File: src/rtl/fetch_queue_if.sv
// rtl/fetch_queue_if.sv - fetch/decode handshake bundle for the instruction fetch queue
interface fetch_queue_if #(
    parameter int WIDTH = 32
);
    logic             in_valid;
    logic             in_ready;
    logic [WIDTH-1:0] in_pc;
    logic [WIDTH-1:0] in_instr;
    logic             out_valid;
    logic             out_ready;
    logic [WIDTH-1:0] out_pc;
    logic [WIDTH-1:0] out_instr;

    // Fetch/decode side: presents pairs and consumes the head
    modport master (
        output in_valid, in_pc, in_instr, out_ready,
        input  in_ready, out_valid, out_pc, out_instr
    );

    // Queue side
    modport slave (
        input  in_valid, in_pc, in_instr, out_ready,
        output in_ready, out_valid, out_pc, out_instr
    );
endinterface

File: src/rtl/fetch_queue.sv
// rtl/fetch_queue.sv - circular {pc, instr} buffer between fetch and decode with redirect flush
module fetch_queue #(
    parameter int WIDTH = 32,
    parameter int DEPTH = 4
) (
    input  logic                       clk,
    input  logic                       reset,
    input  logic                       flush,
    fetch_queue_if.slave               bus,
    output logic [$clog2(DEPTH+1)-1:0] count,
    output logic                       stall_f
);
    localparam int PW = $clog2(DEPTH);
    localparam int CW = $clog2(DEPTH + 1);
    localparam logic [WIDTH-1:0] NOP_INSTR = WIDTH'(32'h00000013);

    logic [WIDTH-1:0] mem_pc    [DEPTH];
    logic [WIDTH-1:0] mem_instr [DEPTH];
    logic [PW-1:0]    head;
    logic [PW-1:0]    tail;
    logic [CW-1:0]    count_q;
    logic             full_n;
    logic             not_empty;
    logic             push;
    logic             pop;

    // Handshake status is a pure function of the occupancy register
    always_comb begin
        full_n    = (count_q < CW'(DEPTH));
        not_empty = (count_q != '0);
        push      = bus.in_valid & full_n;
        pop       = not_empty & bus.out_ready;
    end

    assign bus.in_ready  = full_n;
    assign bus.out_valid = not_empty;
    assign stall_f       = ~full_n;
    assign count         = count_q;

    // Head entry is masked to zero PC / NOP so decode never sees stale storage
    always_comb begin
        bus.out_pc    = '0;
        bus.out_instr = NOP_INSTR;
        if (not_empty) begin
            bus.out_pc    = mem_pc[head];
            bus.out_instr = mem_instr[head];
        end
    end

    // Storage has no reset; a flush-cycle push is dropped so it cannot resurface
    always_ff @(posedge clk) begin
        if (push && !flush) begin
            mem_pc[tail]    <= bus.in_pc;
            mem_instr[tail] <= bus.in_instr;
        end
    end

    // Pointers and occupancy; flush overrides any push/pop in the same cycle
    always_ff @(posedge clk or posedge reset) begin
        if (reset) begin
            head    <= '0;
            tail    <= '0;
            count_q <= '0;
        end else if (flush) begin
            head    <= '0;
            tail    <= '0;
            count_q <= '0;
        end else begin
            if (push) begin
                tail <= tail + 1'b1;
            end
            if (pop) begin
                head <= head + 1'b1;
            end
            case ({push, pop})
                2'b10:   count_q <= count_q + 1'b1;
                2'b01:   count_q <= count_q - 1'b1;
                default: count_q <= count_q;
            endcase
        end
    end
endmodule
File: src/flat_wrapper.sv
// flat-port wrapper written by rule: the top's interface ports become plain ports
module fetch_queue_flat 
#(
    parameter int WIDTH = 32,
    parameter int DEPTH = 4
)
  (clk, reset, flush, count, stall_f, bus_in_valid, bus_in_pc, bus_in_instr, bus_out_ready, bus_in_ready, bus_out_valid, bus_out_pc, bus_out_instr);
  fetch_queue_if #(.WIDTH(WIDTH)) bus_i ();
  input  logic clk;
  input  logic reset;
  input  logic flush;
  output logic [$clog2(DEPTH+1)-1:0] count;
  output logic stall_f;
  input wire logic [$bits(bus_i.in_valid)-1:0] bus_in_valid;
  input wire logic [$bits(bus_i.in_pc)-1:0] bus_in_pc;
  input wire logic [$bits(bus_i.in_instr)-1:0] bus_in_instr;
  input wire logic [$bits(bus_i.out_ready)-1:0] bus_out_ready;
  output wire logic [$bits(bus_i.in_ready)-1:0] bus_in_ready;
  output wire logic [$bits(bus_i.out_valid)-1:0] bus_out_valid;
  output wire logic [$bits(bus_i.out_pc)-1:0] bus_out_pc;
  output wire logic [$bits(bus_i.out_instr)-1:0] bus_out_instr;
  assign bus_i.in_valid = bus_in_valid;
  assign bus_i.in_pc = bus_in_pc;
  assign bus_i.in_instr = bus_in_instr;
  assign bus_i.out_ready = bus_out_ready;
  assign bus_in_ready = bus_i.in_ready;
  assign bus_out_valid = bus_i.out_valid;
  assign bus_out_pc = bus_i.out_pc;
  assign bus_out_instr = bus_i.out_instr;
  fetch_queue #(.WIDTH(WIDTH), .DEPTH(DEPTH)) u_core (.clk(clk), .reset(reset), .flush(flush), .bus(bus_i), .count(count), .stall_f(stall_f));
endmodule
File: config.mk
export PLATFORM = sky130hd
export DESIGN_NAME = fetch_queue_flat
export DESIGN_NICKNAME = d
export VERILOG_FILES = /design/src/rtl/fetch_queue_if.sv /design/src/rtl/fetch_queue.sv /design/src/flat_wrapper.sv
export SDC_FILE = /design/constraint.sdc
export NUM_CORES = 1
export LEC_CHECK = 0
export CORE_ASPECT_RATIO = 1.75
export CORE_MARGIN = 4
export CORE_UTILIZATION = 47
export CTS_CLUSTER_SIZE = 28
export DETAILED_ROUTE_END_ITERATION = 8
export DONT_BUFFER_PORTS = 1
export PLACE_DENSITY_LB_ADDON = 0.2
export SYNTH_ARGS = -nofsm -noshare
export SYNTH_HDL_FRONTEND = slang
export SYNTH_SLANG_ARGS = --single-unit
export TNS_END_PERCENT = 50
File: constraint.sdc
create_clock -name clk -period 3.3 [get_ports clk]
set_input_delay 0.33 -clock clk [delete_from_list [all_inputs] [get_ports clk]]
set_output_delay 0.33 -clock clk [all_outputs]
set_load 0.005 [all_outputs]
==> Word-level counts from Yosys, hierarchy flattened <==
Memory sizes are Yosys's and may differ from the RTL's.
Cells that the tools add are included.
{ "classes": {"order_cmp": 1, "bitwise": 3, "n_reduce_logical": 6, "add_sub_neg": 4, "mux": 10, "div": 0, "multipliers": 0, "n_shift": 0, "eq_ne": 2} }
{ "ops": {"columns": ["operator", "count"], "rows": [
  ["$mux W32", 2],
  ["$mux W2", 4],
  ["$pmux W3 S2", 1],
  ["$reduce_bool A3 Y1", 2],
  ["$add A2 B1 Y2 const B", 2],
  ["$reduce_bool A2 Y1", 2],
  ["$add A3 B1 Y3 const B", 1],
  ["$lt A3 B3 Y1 const B", 1],
  ["$mux W3", 1],
  ["$sub A3 B1 Y3 const B", 1],
  ["$and A1 B1 Y1", 2],
  ["$eq A2 B1 Y1 const B", 1],
  ["$eq A2 B2 Y1 const B", 1],
  ["$mux W1", 2],
  ["$logic_and A1 B1 Y1", 1],
  ["$logic_not A1 Y1", 1],
  ["$not A1 Y1", 1]
]} }
{ "totals": {"out_inout_bits": 70, "latchBits": 0, "regBits": 7, "mem_count": 2, "word_cells": 31, "mem_bits_rw": 256, "rom_bits": 0} }
{ "memory_table": {"columns": ["memory", "depth", "width", "rd", "rd_ports_with_merged_regs", "wr", "line", "text"], "rows": [
  ["u_core.mem_instr", 4, 32, 1, 0, 1, "fetch_queue.sv:18", "logic [WIDTH-1:0] mem_instr [DEPTH];"],
  ["u_core.mem_pc", 4, 32, 1, 0, 1, "fetch_queue.sv:17", "logic [WIDTH-1:0] mem_pc [DEPTH];"]
]} }

==> Longest topological paths before layout <==
{ "depth": {"word_depth": 5, "mapped_depth": 10, "mapped_depth_nobuf": 9} }

==> Worst setup path after synthesis <==
Ideal clock, no wire load.
{ "synth_path": {"path_kind": "flip-flop to flip-flop", "from": "reg u_core.count_q[2], in the netlist u_core.count[2]", "to": "mem u_core.mem_instr[0][0], enable pin", "n_path_buf": 2, "t_required_ns": 2.871, "slack_ns": 0.315, "setup_time_ns": 0.429, "period_less_slack_ns": 2.985, "stages_incl_launch_ff": 6, "t_arrival_ns": 2.556, "path_cell_list": "dfrtp_1 clkbuf_2 nor2b_1 buf_2 nor2b_1 and2_1"} }
{ "synth_via": {"elab_chain_len": 5} }
{ "synth_lines": {"columns": ["element", "line", "text"], "rows": [
  ["start: declaration", "fetch_queue.sv:21", "logic [CW-1:0] count_q;"],
  ["start signal: assignment", "fetch_queue.sv:76", "2'b10: count_q <= count_q + 1'b1;"],
  ["start signal: assignment", "fetch_queue.sv:77", "2'b01: count_q <= count_q - 1'b1;"],
  ["start signal: assignment", "fetch_queue.sv:78", "default: count_q <= count_q;"],
  ["$lt A3 B3 Y1", "fetch_queue.sv:29", "full_n = (count_q < CW'(DEPTH));"],
  ["$and A1 B1 Y1", "fetch_queue.sv:31", "push = bus.in_valid & full_n;"],
  ["$logic_and A1 B1 Y1", "fetch_queue.sv:52", "if (push && !flush) begin"],
  ["$mux W1", "fetch_queue.sv:52", null],
  ["$mux W1 (implied by the code)", "fetch_queue.sv:54", "mem_instr[tail] <= bus.in_instr;"],
  ["end: declaration", "fetch_queue.sv:18", null]
]} }
Every way passes these cells.

==> Worst setup path after layout <==
{ "layout_path": {"from": "reg u_core.head[0]", "to": "out bus_out_instr[7]"} }
{ "layout_via": {"elab_chain_len": 2} }
{ "layout_lines": {"columns": ["element", "line", "text"], "rows": [
  ["start: declaration", "fetch_queue.sv:19", "logic [PW-1:0] head;"],
  ["start signal: assignment", "fetch_queue.sv:73", "head <= head + 1'b1;"],
  ["$mem_v2 Z4 W32", null, null],
  ["$mux W32", "fetch_queue.sv:44", "if (not_empty) begin"],
  ["end: declaration", "flat_wrapper.sv:21", "output wire logic [$bits(bus_i.out_instr)-1:0] bus_out_instr;"]
]} }
Every way passes these cells.

==> results.cfg <==
[status]
run_status = complete, no violations

[placement]
port_buffers = 0
placed_cell_area_um2 = 10600
dp_hpwl_um = 11600
gp_congestion = 0.736
dp_cells = 745

[sta]
hold_viol_final = 0
drv_slew = 0
fmaxAchievable_mhz = 384
fin_setup_tns_ns = 0
fin_crit_sh = 0.788
rsz0062_at_grt = false
setup_viol = 0
post-route-min-period_ns = 2.60
relSlewSlack = 0.602
tightest_slew_ns = 0.596
finalClockSkew_ns = 0.00577

[logic_synthesis]
synth_top_area_share = 0.755
ys_top_cells_by_count = 256 x edfxtp_1, 65 x and2_1, 64 x mux4_2, 11 x nor2_1, 9 x clkbuf_1
muxShareOfSynthArea = 0.142
yosysUniqueCellTypes = 26
syn_nets = 541
synth.largest_area_cell = edfxtp_1
synth_edf_count = 256
synth_adder_area_share = 0.00688
synth_xor_area_frac = 0.00430
yosys.area_share.simple = 0.0508
synth-compound-area-share = 0.00713
synth_top_family_by_area = multiplexers
post-synth-top-count-cell = edfxtp_1
async_reset_ff_frac = 0.0266
ys_seq_area_frac = 0.772
ys_top_cells_by_area = edfxtp_1 76%, mux4_2 14%, and2_1 4.0%
synth_area_um2 = 10200
netlist_instances = 467
avgSynthCellArea_um2 = 21.8
yosys_warnings = 0
synth-seq-cells = 263
synth_ff_type = edfxtp_1

[drt]
routed_wl_um = 19800
drcViolationCount = 0
wire_per_inst_um = 23.2
first_pass_iters = 4
viasPerCell = 5.37
drt_iter0_drc = 283
vias = 4585
ant_nets = 0

[grt]
grt_pass1_vias = 5172
grtUsageTotal = 0.167
grt_pass1_wl_um = 30700
grt_max_degree = 65
overflow = 0
antenna_found_initial = 0

[floorplan]
dieWidth_um = 119
rows = 71
initial_core_util = 0.475
fp.dieH_um = 203
coreArea_um2 = 21400
dieArea_um2 = 24200
io_pins = 139

[cells_and_area]
syn_to_final_growth_pct = 18.0
stdcell_count = 854
utilization = 0.561
fin_nets = 619
layout-drive-gt1-share = 0.215
fillCellCount = 1612
postLayoutCellArea_um2 = 12000
antenna_cells = 0

[worst_setup_path]
r2r_setup_slack_ns = 0.87
crit_type = reg2out
slowest_delay_ns = 0.63
cpMaxStageDelayCell = dfrtp_4
cp.required_ns = 2.97
path_depth = 3
worst-path-max-fanout = 16
crit_start = u_core.head[0]$_DFFE_PP0P_
reg2reg_depth = 5
critPathCaptureType = primary output
endpoint = bus_out_instr[7]
cp.arrival_ns = 2.27
path_buf_inv = 1
r2r-start = u_core.count[2]$_DFFE_PP0P_
cp_top_family = flip-flops
r2r-end = u_core.mem_instr[0][15]$_DFFE_PP_
path_cells = buf_4 > mux4_2 > and2_1
start_kind = register

[min_path]
hold_path.class = in2reg
min_from = bus_out_ready
hold_depth = 3

[clocking]
clk_latency_ns = 0.51
cts_resized = 0
clkSinkCount = 263
cts_tree = done
htree_levels = 1
clockRootBuffer = clkbuf_16
cts_made_buffers = 24
clk_pin_slew_worst_paths_ns = 0.06
clockBufferDepth = 3

[power]
power_density_nw_per_um2 = 639
ir_worst_vdd_v = 0.000585
leakage_nw = 3.82

[job]
max-cap-violations = 0
-- how the worst min path moves through the flow --
stage,slack [ns],endpoint
2_1_floorplan,0.13,u_core.count[0]$_DFFE_PP0P_
3_3_place_gp,0.18,u_core.head[1]$_DFFE_PP0P_
3_5_place_dp,0.19,u_core.head[1]$_DFFE_PP0P_
4_1_cts,0.02,u_core.count[1]$_DFFE_PP0P_
5_1_grt,0.05,u_core.count[1]$_DFFE_PP0P_
6_report,0.05,u_core.count[1]$_DFFE_PP0P_
-- through the flow --
stage	hold slack [ns]	total power, mW	setup WS, ns
after CTS	0.0231	7.79	0.598
after global placement	0.182	4.88	1.01
after detailed placement	0.192	4.91	0.856
after global routing	0.0527	8.01	0.556
after floorplan	0.133	4.67	0.315
final	0.0474	7.67	0.698
-- where the power goes --
group	switching, mW	internal (mW)
Sequential	0.0818	3.80
Clock	1.16	1.61
Combinational	0.520	0.488
-- tightest hold or removal path: stages --
cell	delay, ns
xnor2_1	0.05
nand2_1	0.06
a221oi_1	0.07
-- final cells by class --
cell class,count,area [um2],area share
sequential,263,7870,0.655
multi-input combinational,174,2150,0.179
timing repair buffer,77,806,0.0671
clock buffer,25,626,0.0521
tap,292,365,0.0304
clock inverter,18,171,0.0143
inverter,5,18.8,0.00156
-- timing repair --
action / in CTS / in global routing
setup buffers: 0 / 0
hold endpoints to repair: 270 / 0
hold buffers: 66 / 0
-- layer usage --
layer	track usage	routed length, um
met2	0.301	10800
met3	0.0273	806
met4	0.0526	514
met5	0	0
met1	0.205	7770
-- cell families after synthesis --
| family | count (synthesis) |
|---|---|
| DFF | 263 |
| muxes | 64 |
| and+or+nand+nor | 89 |
| adders and majority gates | 5 |
| xor gates and xnor gates | 5 |
| buffers and inverters | 30 |
| AOI/OAI and AO/OA | 11 |
-- placed cells by master (no fill, tap or decap) --
master         count
edfxtp_1         256
dlygate4sd3_1     66
mux4_2            64
and2_1            61
clkbuf_16         25
nor2_1            11
clkinv_2           8
buf_4              6
buf_12             5
dfrtp_1            5
inv_1              4
and2_4             4
ha_1               4
clkinv_1           4
nand2_1            3
xor2_1             3
nor2b_1            3
o21ai_0            3
a221oi_1           3
a21oi_1            3
or2_1              3
bufinv_16          3
nor3_1             2
xnor2_1            2
nand3_1            2
clkinv_4           2
dfrtp_4            2
inv_2              1
a2bb2oi_1          1
a21o_1             1
fa_1               1
inv_6              1
-- sequential cells by signal, indices dropped and copies added (netlist names) --
| name | cells |
|---|---|
| u_core.mem_instr | 128 |
| u_core.tail | 2 |
| u_core.count | 3 |
| u_core.mem_pc | 128 |
| u_core.head | 2 |
Power figures use the tool's default switching activity.
